**src/rtl/fetch_pkg.sv**
```systemverilog
// Shared types for the instruction fetch queue: FSM states, fetch stride
// and the {pc, inst} record buffered between fetch and decode.
package fetch_pkg;

    typedef enum logic [1:0] {
        IDLE    = 2'd0,   // ready to issue the next request
        WAIT    = 2'd1,   // request outstanding, data wanted
        DISCARD = 2'd2,   // request outstanding, data stale after a redirect
        HALT    = 2'd3    // misaligned redirect seen, fetch stopped
    } fetch_state_t;

    localparam logic [31:0] FETCH_STRIDE = 32'd4;

    typedef struct packed {
        logic [31:0] pc;
        logic [31:0] inst;
    } fetch_entry_t;

endpackage

```
**src/rtl/fetch_fifo.sv**
```systemverilog
// Small circular buffer of fetched {pc, inst} pairs. The head is read
// straight out of the storage registers, so it is valid the cycle after the
// push that filled an empty queue. Flush empties the queue and wins over
// push and pop in the same cycle.
module fetch_fifo
    import fetch_pkg::*;
#(
    parameter int DEPTH = 4
) (
    input  logic                       clock,
    input  logic                       reset,
    input  logic                       push,
    input  fetch_entry_t               push_data,
    input  logic                       pop,
    input  logic                       flush,
    output logic [$clog2(DEPTH):0]     count,
    output logic                       valid,
    output fetch_entry_t               head
);

    localparam int AW = $clog2(DEPTH);
    localparam int CW = AW + 1;

    fetch_entry_t        mem [DEPTH];
    logic [AW-1:0]       wr_ptr;
    logic [AW-1:0]       rd_ptr;
    logic [CW-1:0]       count_q;
    logic [CW-1:0]       count_d;
    logic                pop_ok;

    assign pop_ok = pop && (count_q != '0);

    // Occupancy after this cycle's push/pop.
    always_comb begin
        // NOTE: every combinational output gets a default first so no path leaves it unassigned (no latch).
        count_d = count_q;
        case ({push, pop_ok})
            2'b10:   count_d = count_q + CW'(1);
            2'b01:   count_d = count_q - CW'(1);
            default: count_d = count_q;
        endcase
    end

    // Storage, pointers and occupancy.
    always_ff @(posedge clock or negedge reset) begin
        if (!reset) begin
            // NOTE: state uses non-blocking assignments so every flop samples pre-edge values.
            wr_ptr  <= '0;
            rd_ptr  <= '0;
            count_q <= '0;
            // NOTE: storage is reset here because the head drives the outputs directly and must read zero out of reset.
            for (int i = 0; i < DEPTH; i++) begin
                mem[i] <= '0;
            end
        end else if (flush) begin
            wr_ptr  <= '0;
            rd_ptr  <= '0;
            count_q <= '0;
        end else begin
            if (push) begin
                mem[wr_ptr] <= push_data;
                wr_ptr      <= wr_ptr + AW'(1);
            end
            if (pop_ok) begin
                rd_ptr <= rd_ptr + AW'(1);
            end
            count_q <= count_d;
        end
    end

    assign count = count_q;
    assign valid = (count_q != '0);
    assign head  = mem[rd_ptr];

endmodule

```
**src/rtl/inst_fetch_queue.sv**
```systemverilog
// Instruction fetch stage: walks sequential word addresses, fetches them
// from a multi-cycle memory (one request outstanding at a time) and queues
// {pc, inst} pairs for decode. A redirect flushes the queue and restarts
// fetch; a request already in flight is drained and its data dropped.
module inst_fetch_queue
    import fetch_pkg::*;
#(
    parameter int          DEPTH    = 4,
    parameter logic [31:0] RESET_PC = 32'h0
) (
    input  logic          clock,
    input  logic          reset,
    output logic          imem_req,
    output logic [29:0]   imem_addr,
    input  logic          imem_ack,
    input  logic [31:0]   imem_rdata,
    output logic          out_valid,
    output logic [31:0]   out_inst,
    output logic [31:0]   out_pc,
    input  logic          out_ready,
    input  logic          redirect,
    input  logic [31:0]   redirect_pc,
    output logic          fetch_fault
);

    localparam int             CW         = $clog2(DEPTH) + 1;
    localparam logic [CW-1:0]  FULL_COUNT = CW'(DEPTH);

    fetch_state_t   state_q;
    fetch_state_t   state_d;
    logic [31:0]    fetch_pc_q;
    logic [29:0]    addr_q;
    logic           fault_q;
    logic           fault_d;
    logic           redirect_ok;
    logic           redirect_bad;
    logic           can_issue;
    logic           ack_take;
    logic           issue;
    logic [CW-1:0]  fifo_count;
    fetch_entry_t   fifo_head;
    fetch_entry_t   push_entry;

    assign redirect_ok  = redirect && (redirect_pc[1:0] == 2'b00);
    assign redirect_bad = redirect && (redirect_pc[1:0] != 2'b00);
    // Credit check: with one request in flight, a free slot now is still free at the ack.
    assign can_issue    = (fifo_count < FULL_COUNT);
    // Ack data is kept only for a live request with no redirect in the same cycle.
    assign ack_take     = (state_q == WAIT) && imem_ack && !redirect;
    assign issue        = (state_q == IDLE) && (state_d == WAIT);
    // The fault flag doubles as "halt after the drain" while in DISCARD.
    assign fault_d      = redirect ? redirect_bad : fault_q;
    assign push_entry   = '{pc: fetch_pc_q, inst: imem_rdata};

    // State register.
    always_ff @(posedge clock or negedge reset) begin
        if (!reset) begin
            state_q <= IDLE;
        end else begin
            state_q <= state_d;
        end
    end

    // Next-state logic: redirects take priority over issuing new requests.
    always_comb begin
        state_d = state_q;
        case (state_q)
            IDLE: begin
                if (redirect_bad)      state_d = HALT;
                else if (redirect_ok)  state_d = IDLE;
                else if (can_issue)    state_d = WAIT;
            end
            WAIT: begin
                if (redirect) begin
                    if (imem_ack)      state_d = redirect_bad ? HALT : IDLE;
                    else               state_d = DISCARD;
                end else if (imem_ack) begin
                    state_d = IDLE;
                end
            end
            DISCARD: begin
                if (imem_ack)          state_d = fault_d ? HALT : IDLE;
            end
            HALT: begin
                if (redirect_ok)       state_d = IDLE;
            end
            default:                   state_d = IDLE;
        endcase
    end

    // Request is held for the whole time a memory access is in flight.
    always_comb begin
        imem_req = (state_q == WAIT) || (state_q == DISCARD);
    end

    // Fetch address, latched request address and sticky fault flag.
    always_ff @(posedge clock or negedge reset) begin
        if (!reset) begin
            fetch_pc_q <= RESET_PC;
            addr_q     <= RESET_PC[31:2];
            fault_q    <= 1'b0;
        end else begin
            fault_q <= fault_d;
            if (redirect_ok) begin
                fetch_pc_q <= redirect_pc;
            end else if (ack_take) begin
                fetch_pc_q <= fetch_pc_q + FETCH_STRIDE;
            end
            if (issue) begin
                addr_q <= fetch_pc_q[31:2];
            end
        end
    end

    fetch_fifo #(
        .DEPTH (DEPTH)
    ) u_fifo (
        .clock     (clock),
        .reset     (reset),
        .push      (ack_take),
        .push_data (push_entry),
        .pop       (out_ready),
        .flush     (redirect),
        .count     (fifo_count),
        .valid     (out_valid),
        .head      (fifo_head)
    );

    assign imem_addr   = addr_q;
    assign out_pc      = fifo_head.pc;
    assign out_inst    = fifo_head.inst;
    assign fetch_fault = fault_q;

endmodule
```
**config.mk**
```make
export PLATFORM = sky130hd
export DESIGN_NAME = inst_fetch_queue
export DESIGN_NICKNAME = d
export VERILOG_FILES = /design/src/rtl/fetch_pkg.sv /design/src/rtl/fetch_fifo.sv /design/src/rtl/inst_fetch_queue.sv
export SDC_FILE = /design/constraint.sdc
export NUM_CORES = 1
export LEC_CHECK = 0
export CAP_MARGIN = 40
export CORE_MARGIN = 5
export CORE_UTILIZATION = 58
export CTS_BUF_LIST = sky130_fd_sc_hd__clkbuf_4 sky130_fd_sc_hd__clkbuf_8
export DETAILED_ROUTE_END_ITERATION = 6
export PLACE_DENSITY = 0.89
export SLEW_MARGIN = 20
export SYNTH_ARGS = -nofsm -noshare
export SYNTH_HDL_FRONTEND = slang
export SYNTH_SLANG_ARGS = --single-unit
export TNS_END_PERCENT = 50
```
**constraint.sdc**
```tcl
create_clock -name clock -period 2.5 [get_ports clock]
set_clock_uncertainty 0.05 [all_clocks]
set_input_delay 0.5 -clock clock [delete_from_list [all_inputs] [get_ports clock]]
set_output_delay 0.5 -clock clock [all_outputs]
set_load 0.02 [all_outputs]
```
==> impl_metrics.json, run 1 <==
{
  "root_buffer": "clkbuf_8",
  "setup_viol_count_final": 62,
  "hp-class": "input pin to async pin",
  "status": "finished with violations",
  "drt_iter0_drc": 786,
  "die_w_um": 169,
  "drc": 0,
  "grt_pass1_vias": 10425,
  "synth_cell_types": 57,
  "cts_buffer_depth": 3,
  "avgSynthCellArea_um2": 14.7,
  "finalCriticalPeriod_ps": 2610,
  "start_util_pct": 58.7,
  "peakVddDrop_mv": 0.745,
  "clock_latency_ps": 570,
  "powerDensity_nw_per_um2": 1140,
  "cts_sinks": 328,
  "finalCritPeriodShare_pct": 105,
  "cp.required_ps": 1950,
  "nNetsFinal": 1287,
  "io_pins": 166,
  "grt_pass1_wl_um": 57900,
  "netlist_instances": 999,
  "fillers": 1543,
  "fp.dieH_um": 169,
  "r2r-start": "state_q[1]$_DFF_PN0_",
  "multiInputGateArea_um2": 6150,
  "cts-buffers-inserted": 53,
  "via_count": 9510,
  "globalplace.congestion": 0.856,
  "placed_cell_area_um2": 17100,
  "antenna_found_initial": 1,
  "ys_seq_elements": 328,
  "clkTransAtPathRegs_ps": 70,
  "synthesis.area_um2": 14700,
  "r2r_slack_ps": 120,
  "cp-end-kind": "primary output",
  "worst_pin_slew_ps": 422,
  "synth_enable_flop_cells": 0,
  "worstSetupPathType": "register to primary output",
  "ys_warn_count": 0,
  "fmax_mhz": 383,
  "drive_gt1_share_pct": 46.4,
  "wl_per_cell_um": 22.7,
  "p_leak_nw": 8.48,
  "die-area_um2": 28600,
  "ys.flop_type": "dfrtp_1",
  "fin_cells": 1580,
  "slew_viol_final": 0,
  "synthArstFlopShare_pct": 100,
  "slew_headroom_pct": 71.2,
  "pre_cts_slack_ps": -20.5,
  "grt_start_max_net_pins": 76,
  "rr_worst_depth": 8,
  "worstSetupStartpointType": "register",
  "worst_slack_ps": -113,
  "dp_hpwl_um": 23400,
  "globalRouteOverflowTotal": 0,
  "wl_um": 35800,
  "ys_seq_area_share_pct": 55.9,
  "final_area_um2": 18400,
  "syn_nets": 1078,
  "worst-path-max-fanout": 7,
  "first_pass_iters": 6,
  "syn2layout_area_growth_pct": 25.1,
  "htree_levels": 2,
  "register_area_um2": 8220,
  "critPathArrivalTime_ps": 2060,
  "avgViaCountPerCell": 6.02,
  "core_um2": 25000,
  "drtAntennaViolNets": 0,
  "p_total_w": 0.0209,
  "num_rows": 58,
  "drv_cap": 0,
  "rsz0062_at_grt": "true",
  "finalHoldViolCount": 0,
  "place_inst": 1467,
  "fin_util_pct": 73.4,
  "failed_checks": "negative setup slack",
  "cts_tree": "yes",
  "port_buffers": 165,
  "grt_usage_pct": 25.4,
  "r2r-end": "u_fifo.count[2]$_DFFE_PN0P_"
}
how the worst max path moves through the flow:
stage / start / to / slack [ps] / depth (start not counted)
after floorplan: state_q[1]$_DFF_PN0_ / u_fifo.count[2]$_DFFE_PN0P_ / 180 / 10
after global placement: imem_ack / u_fifo.count[2]$_DFFE_PN0P_ / 30 / 7
after detailed placement: imem_ack / fetch_pc_q[25]$_DFFE_PN0N_ / -20 / 6
after CTS: u_fifo.rd_ptr[0]$_DFFE_PN0P_ / out_inst[29] / -220 / 4
after global routing: u_fifo.rd_ptr[0]$_DFFE_PN0P_ / out_pc[9] / -200 / 4
final: u_fifo.rd_ptr[0]$_DFFE_PN0P_ / out_pc[10] / -110 / 4
layout by cell type (no fill, tap or decap), types with 6 or more instances in the layout:
| master | netlist | final |
|---|---|---|
| mux2_2 | 274 | 274 |
| and2_1 | 10 | 10 |
| a211oi_1 | 9 | 9 |
| nand2_1 | 39 | 35 |
| clkbuf_8 | 0 | 69 |
| o31ai_1 | 9 | 9 |
| o21ai_0 | 23 | 23 |
| nor2_1 | 34 | 34 |
| mux4_2 | 64 | 64 |
| nand3_1 | 10 | 9 |
| clkbuf_4 | 0 | 20 |
| buf_6 | 1 | 28 |
| dfrtp_1 | 328 | 326 |
| inv_1 | 10 | 10 |
| and4_1 | 6 | 6 |
| buf_2 | 40 | 32 |
| a31oi_1 | 12 | 12 |
| clkdlybuf4s50_1 | 0 | 98 |
| ha_1 | 9 | 8 |
| nand4_1 | 9 | 9 |
| buf_4 | 1 | 35 |
| or4_1 | 10 | 10 |
| nor3_1 | 7 | 7 |
| buf_12 | 0 | 25 |
worst max-delay path: stages, from the launching register on:
cell and delay [ps]:
dfrtp_4 480, buf_6 160, buf_16 150, mux4_2 520
buf_2 180
logic make-up after synthesis:
| kind of cell | Yosys count | share of synthesized area, % |
|---|---|---|
| multiplexers | 342 | 31.1 |
| AND/OR/NAND/NOR | 153 | 5.69 |
| buffers and inverters | 83 | 2.56 |
| AO/OA/AOI/OAI | 77 | 3.51 |
| adder cells (fa/ha/maj) | 10 | 0.903 |
| XOR/XNOR | 6 | 0.358 |
| flip-flops | 328 | 55.9 |
through the flow:
step	hold WS (ps)	TNS [ps]
floorplan	154	0
global placement	391	0
detailed placement	388	-29.3
CTS	366	-7250
global route	416	-9670
finish	383	-4210
synthesized netlist by cell type (10+ instances only):
library cell,n,area [µm²]
inv_1,10,37.5
o21ai_0,23,115
nand3_1,10,50.1
buf_2,40,200
mux2_2,274,3090
a31oi_1,12,75.1
and2_1,10,62.6
clkbuf_1,25,93.8
dfrtp_1,328,8210
or4_1,10,75.1
mux4_2,64,1440
nor2_1,34,128
nand2_1,39,146
sequential cells by signal, indices dropped and copies added (netlist names):
name,count
imem_addr,30
u_fifo.wr_ptr,2
u_fifo.mem,256
fetch_pc_q,32
fetch_fault,1
state_q,2
u_fifo.count,3
u_fifo.rd_ptr,2
power breakdown:
part	switching, W	internal (W)	leakage, nW	total [W]
sequential	0.00105	0.00676	4.27	0.00781
clock	0.00208	0.00286	0.622	0.00494
combinational	0.00382	0.00436	3.59	0.00818
layout make-up:
| cell class | instances | share of cell area, % |
|---|---|---|
| Tap cell | 330 | 2.25 |
| Timing Repair Buffer | 227 | 13.0 |
| Inverter | 10 | 0.204 |
| Clock buffer | 89 | 5.98 |
| Antenna cell | 1 | 0.0136 |
| Sequential cell | 328 | 44.7 |
| Multi-Input combinational cell | 588 | 33.5 |
| Clock inverter | 7 | 0.340 |
metal layers:
layer  vias to the layer above  routed length [µm]  share of wire [%]  global-route usage [%]
li1                       4143                   -                  -                       -
met1                      4940               14800                 41                    35.0
met2                       358               17800                 50                    41.4
met3                        69                2260                6.3                    4.78
met4                         0                 909                2.5                    8.23
met5                         -                   0                  0                       0
timing repair:
item                                   CTS  global route
buffers inserted                         9             2
endpoints found under the hold margin   44             0
hold buffers                             1             0
gates resized for setup                276            52
gates cloned                             5             1
setup endpoints to repair               66            68
Power figures use the tool's default switching activity.
==> run 2: changes to the inputs <==
--- a/config.mk
+++ b/config.mk
@@ -8,7 +8,7 @@
 export CAP_MARGIN = 40
 export CORE_MARGIN = 5
 export CORE_UTILIZATION = 58
-export CTS_BUF_LIST = sky130_fd_sc_hd__clkbuf_4 sky130_fd_sc_hd__clkbuf_8
+export CTS_BUF_LIST = sky130_fd_sc_hd__clkbuf_8
 export DETAILED_ROUTE_END_ITERATION = 6
 export PLACE_DENSITY = 0.89
 export SLEW_MARGIN = 20
==> impl_metrics.json, run 2 (synthesized netlist as in run 1, its figures left out) <==
{
  "path_buf_inv": 3,
  "die-area_um2": 28600,
  "root_buffer": "clkbuf_8",
  "grt.busiest_layer": "met2",
  "worstSetupStartpointType": "register",
  "rr_worst_depth": 8,
  "critPathArrivalTime_ps": 2070,
  "final_area_um2": 18300,
  "status": "finished with violations",
  "cts_buffer_depth": 3,
  "globalplace.congestion": 0.856,
  "path_delay_family": "buffers and inverters",
  "dp_hpwl_um": 23400,
  "placed_cell_area_um2": 17100,
  "fmax_mhz": 382,
  "largest-register": "u_fifo.mem",
  "place_inst": 1467,
  "drt_iter0_drc": 758,
  "via_count": 9554,
  "worst_slack_ps": -118,
  "cts-buffers-inserted": 53,
  "drive_gt1_share_pct": 44.8,
  "syn2layout_area_growth_pct": 24.9,
  "cp_num_cells": 4,
  "drc": 0,
  "antenna_found_initial": 1,
  "peakVddDrop_mv": 0.801,
  "core_um2": 25000,
  "hp-class": "input pin to async pin",
  "die_w_um": 169,
  "grtUsageMet2_pct": 40.8,
  "powerDensity_nw_per_um2": 1130,
  "grt_util_met1_pct": 35.0,
  "grt_usage_pct": 25.1,
  "r2r-start": "state_q[1]$_DFF_PN0_",
  "hold-worst-slack_ps": 388,
  "failed_checks": "negative setup slack",
  "cp_cell_sequence": "buf_4 > clkbuf_16 > mux4_2 > buf_2",
  "tns_ps": -4300,
  "rsz0062_at_grt": "true",
  "cts_sinks": 328,
  "worstSetupPathType": "register to primary output",
  "grt_start_max_net_pins": 76,
  "nNetsFinal": 1287,
  "cp.required_ps": 1950,
  "htree_levels": 2,
  "largest_reg_flops": 256,
  "io_pins": 166,
  "slew_headroom_pct": 71.2,
  "max_stage_delay_ps": 510,
  "cts_tree": "yes",
  "setup_viol_count_final": 53,
  "clkTransAtPathRegs_ps": 60,
  "r2r-end": "u_fifo.count[2]$_DFFE_PN0P_",
  "worst-path-max-fanout": 6,
  "layout_commonest_cell": "dfrtp_1",
  "avgViaCountPerCell": 6.05,
  "start_util_pct": 58.7,
  "finalCriticalPeriod_ps": 2620,
  "finalCritPeriodShare_pct": 105,
  "finalHoldViolCount": 0,
  "fp.dieH_um": 169,
  "port_buffers": 165,
  "grt_pass1_wl_um": 57300,
  "wl_per_cell_um": 22.7,
  "cp-end-kind": "primary output",
  "globalRouteOverflowTotal": 0,
  "slowest_stage": "mux4_2",
  "final_cell_mix": "dfrtp_1, mux2_2, clkdlybuf4s50_1",
  "r2r_slack_ps": 130,
  "fin_cells": 1580,
  "first_pass_iters": 5,
  "num_rows": 58,
  "wl_um": 35900,
  "grtUsageMet3_pct": 4.71,
  "slew_viol_final": 0,
  "drtAntennaViolNets": 0,
  "grt_pass1_vias": 10333,
  "p_leak_nw": 8.51,
  "clock_latency_ps": 580,
  "drv_cap": 0,
  "worst_pin_slew_ps": 421
}
## run 2: worst max-delay path by stage
stage,from,end
finish,u_fifo.rd_ptr[0]$_DFFE_PN0P_,out_inst[9]
global route,u_fifo.rd_ptr[0]$_DFFE_PN0P_,out_inst[21]
CTS,u_fifo.rd_ptr[0]$_DFFE_PN0P_,out_inst[17]
detailed placement,imem_ack,fetch_pc_q[25]$_DFFE_PN0N_
global placement,imem_ack,u_fifo.count[2]$_DFFE_PN0P_
floorplan,state_q[1]$_DFF_PN0_,u_fifo.count[2]$_DFFE_PN0P_
## run 2: worst reg2reg max path, delay by kind of cell, from the launching register on
family | cells | cell delay [ps]
AOI/OAI and AO/OA | 2 | 440
DFF | 1 | 420
adders and majority gates | 2 | 660
and+or+nand+nor | 3 | 570
buffers and inverters | 1 | 140
## run 2: repair_timing
action                                 CTS  global route
endpoints found under the hold margin   44             0
setup endpoints to repair               66            68
gates cloned                             3             5
hold buffers                             1             0
setup buffers                            6             2
resized for setup                      278            48
## run 2: routing by layer
layer,part of all wire [%],vias up
met2,49,400
met4,2.5,0
li1,-,4152
met3,6.9,71
met5,0,-
met1,41,4931
## run 2: final cells by class
type	count	area, µm²
clock inverters	27	138
multi-input cells	588	6150
inverters	10	37.5
repair buffers	227	2440
flip-flops and latches	328	8220
clock buffers	69	950
diodes	1	2.50
fillers	1563	6690
well taps	330	413
## run 2: metrics by stage
stage / worst slack (ps) / util (%) / total power, W
6_report: -118 / 73.3 / 0.0207
5_1_grt: -184 / 73.3 / 0.0217
4_1_cts: -161 / 72.2 / 0.0202
3_5_place_dp: -20.5 / 68.4 / 0.0159
3_3_place_gp: 32.5 / 68.4 / 0.0156
2_1_floorplan: 181 / - / 0.0124
## run 2: report_power, final
group | internal [W] | leakage, nW | switching, W | total [W]
logic | 0.00439 | 3.60 | 0.00382 | 0.00821
registers | 0.00676 | 4.27 | 0.00105 | 0.00781
clock network | 0.00256 | 0.636 | 0.00207 | 0.00464
total | 0.0137 | 8.51 | 0.00695 | 0.0207
==> run 3: changes to the inputs <==
--- a/config.mk
+++ b/config.mk
@@ -6,11 +6,11 @@
 export NUM_CORES = 1
 export LEC_CHECK = 0
 export CAP_MARGIN = 40
-export CORE_MARGIN = 5
-export CORE_UTILIZATION = 58
+export CORE_UTILIZATION = 62
 export CTS_BUF_LIST = sky130_fd_sc_hd__clkbuf_8
 export DETAILED_ROUTE_END_ITERATION = 6
-export PLACE_DENSITY = 0.89
+export DONT_BUFFER_PORTS = 1
+export PLACE_DENSITY = 0.85
 export SLEW_MARGIN = 20
 export SYNTH_ARGS = -nofsm -noshare
 export SYNTH_HDL_FRONTEND = slang
==> impl_metrics.json, run 3 (synthesized netlist as in run 1, its figures left out) <==
{
  "drc": 0,
  "grt_pass1_vias": 9301,
  "drtAntennaViolNets": 0,
  "avgViaCountPerCell": 6.28,
  "grt_pass1_wl_um": 50300,
  "power.internal_w": 0.0118,
  "setup_viol_count_final": 0,
  "grt_start_max_net_pins": 329,
  "drive_gt1_share_pct": 43.1,
  "hp-class": "input pin to async pin",
  "globalplace.congestion": 0.864,
  "cts_buffer_depth": 3,
  "p_clk_share_pct": 24.8,
  "critPathArrivalTime_ps": 1930,
  "slew_viol_final": 0,
  "p_seq_share_pct": 45.0,
  "syn2layout_area_growth_pct": 11.5,
  "drt_iter0_drc": 768,
  "final_cell_mix": "dfrtp_1, mux2_2, clkbuf_8",
  "failed_checks": "negative hold slack",
  "cts_tree": "yes",
  "ctsHoldBuffers": 19,
  "p_sw_w": 0.00614,
  "clock_latency_ps": 570,
  "root_buffer": "clkbuf_8",
  "hold-worst-slack_ps": -409,
  "cp_cell_sequence": "buf_12 > mux4_2",
  "cp.required_ps": 1950,
  "placed_cell_area_um2": 15100,
  "p_leak_nw": 7.54,
  "core_um2": 22900,
  "num_rows": 55,
  "fmax_mhz": 402,
  "largest_reg_flops": 256,
  "finalCritPeriodShare_pct": 99.4,
  "max_stage_delay_ps": 630,
  "via_count": 8663,
  "dp_hpwl_um": 19700,
  "drv_cap": 0,
  "layout_commonest_cell": "dfrtp_1",
  "worst_slack_ps": 15.2,
  "fp.dieH_um": 156,
  "pre_cts_slack_ps": 221,
  "path_buf_inv": 1,
  "pwr-share-comb_pct": 30.2,
  "fin_cells": 1380,
  "grt_usage_pct": 26.9,
  "cp-end-kind": "primary output",
  "cts-buffers-inserted": 53,
  "largest-register": "u_fifo.mem",
  "path_delay_family": "multiplexers",
  "clkTransAtPathRegs_ps": 60,
  "globalRouteOverflowTotal": 0,
  "nNetsFinal": 1107,
  "slew_headroom_pct": 47.2,
  "antenna_found_initial": 1,
  "peakVddDrop_mv": 0.685,
  "fin_util_pct": 71.5,
  "worstSetupStartpointType": "register",
  "first_pass_iters": 6,
  "htree_levels": 2,
  "wl_um": 31200,
  "rsz0062_at_grt": "true",
  "final_area_um2": 16400,
  "die_w_um": 156,
  "wl_per_cell_um": 22.6,
  "die-area_um2": 24300,
  "worstSetupPathType": "register to primary output",
  "powerDensity_nw_per_um2": 1100,
  "switching_share_pct": 34.1,
  "worst-path-max-fanout": 25,
  "cts_sinks": 328,
  "io_pins": 166,
  "status": "finished with violations",
  "slowest_stage": "mux4_2",
  "place_inst": 1267,
  "start_util_pct": 64.1,
  "port_buffers": 0,
  "finalHoldViolCount": 328,
  "worst_pin_slew_ps": 793,
  "finalCriticalPeriod_ps": 2480
}
## run 3: changes by cell type in the layout (fill, tap and decap cells not counted), sizes merged
cell | before | now
buf | 120 | 28
bufinv | 1 | 0
clkbuf | 75 | 68
clkdlybuf4s50 | 98 | 0
clkinvlp | 1 | 3
dlygate4sd2 | 2 | 0
dlygate4sd3 | 1 | 19
inv | 30 | 27
## run 3: area by class of cell
class | count | area (µm²)
flip-flops and latches | 328 | 8220
fillers | 1500 | 6540
multi-input cells | 588 | 6140
clock buffers | 68 | 936
repair buffers | 47 | 538
well taps | 313 | 392
clock inverters | 25 | 111
inverters | 10 | 37.5
diodes | 1 | 2.50
## run 3: path summary, 6_finish.rpt
| check | startpoint | end | slack (ps) | depth (start not counted) |
|---|---|---|---|---|
| max reg2reg | state_q[1]$_DFF_PN0_ | fetch_pc_q[25]$_DFFE_PN0N_ | 160 | 7 |
| max | u_fifo.rd_ptr[0]$_DFFE_PN0P_ | out_pc[1] | 20 | 2 |
| min in group clock | redirect_pc[6] | fetch_pc_q[6]$_DFFE_PN0N_ | 30 | 2 |
| max in group asynchronous | reset | u_fifo.rd_ptr[1]$_DFFE_PN0P_ | 2060 | 0 |
| min reg2reg | u_fifo.mem[164]$_DFFE_PN0P_ | u_fifo.mem[164]$_DFFE_PN0P_ | 430 | 2 |
| min | reset | fetch_pc_q[5]$_DFFE_PN0N_ | -410 | 0 |
## run 3: power groups by stage
stage                     Sequential (W)  Clock, W  Combinational [W]
after floorplan                  0.00767         0            0.00468
after global placement           0.00807         0            0.00529
after detailed placement         0.00816         0            0.00544
after CTS                        0.00808   0.00457            0.00549
after global routing             0.00827   0.00482            0.00579
final                            0.00809   0.00445            0.00543
## run 3: per-stage QoR
stage | power, W | TNS [ps]
4_1_cts | 0.0181 | -501
6_report | 0.0180 | 0
3_5_place_dp | 0.0136 | 0
5_1_grt | 0.0189 | -1920
2_1_floorplan | 0.0124 | 0
3_3_place_gp | 0.0134 | 0
## run 3: what timing repair did
action,CTS,global route
endpoints found under the hold margin,363,328
setup buffers,0,0
endpoints found under the setup margin,39,64
gates resized for setup,0,0
## run 3: metal layers
| layer | vias up | part of all wire, % | global-route usage [%] |
|---|---|---|---|
| li1 | 3775 | - | - |
| met1 | 4545 | 41 | 35.9 |
| met2 | 302 | 49 | 42.8 |
| met3 | 41 | 8.4 | 8.08 |
| met4 | 0 | 1.7 | 7.80 |
| met5 | - | 0 | 0 |
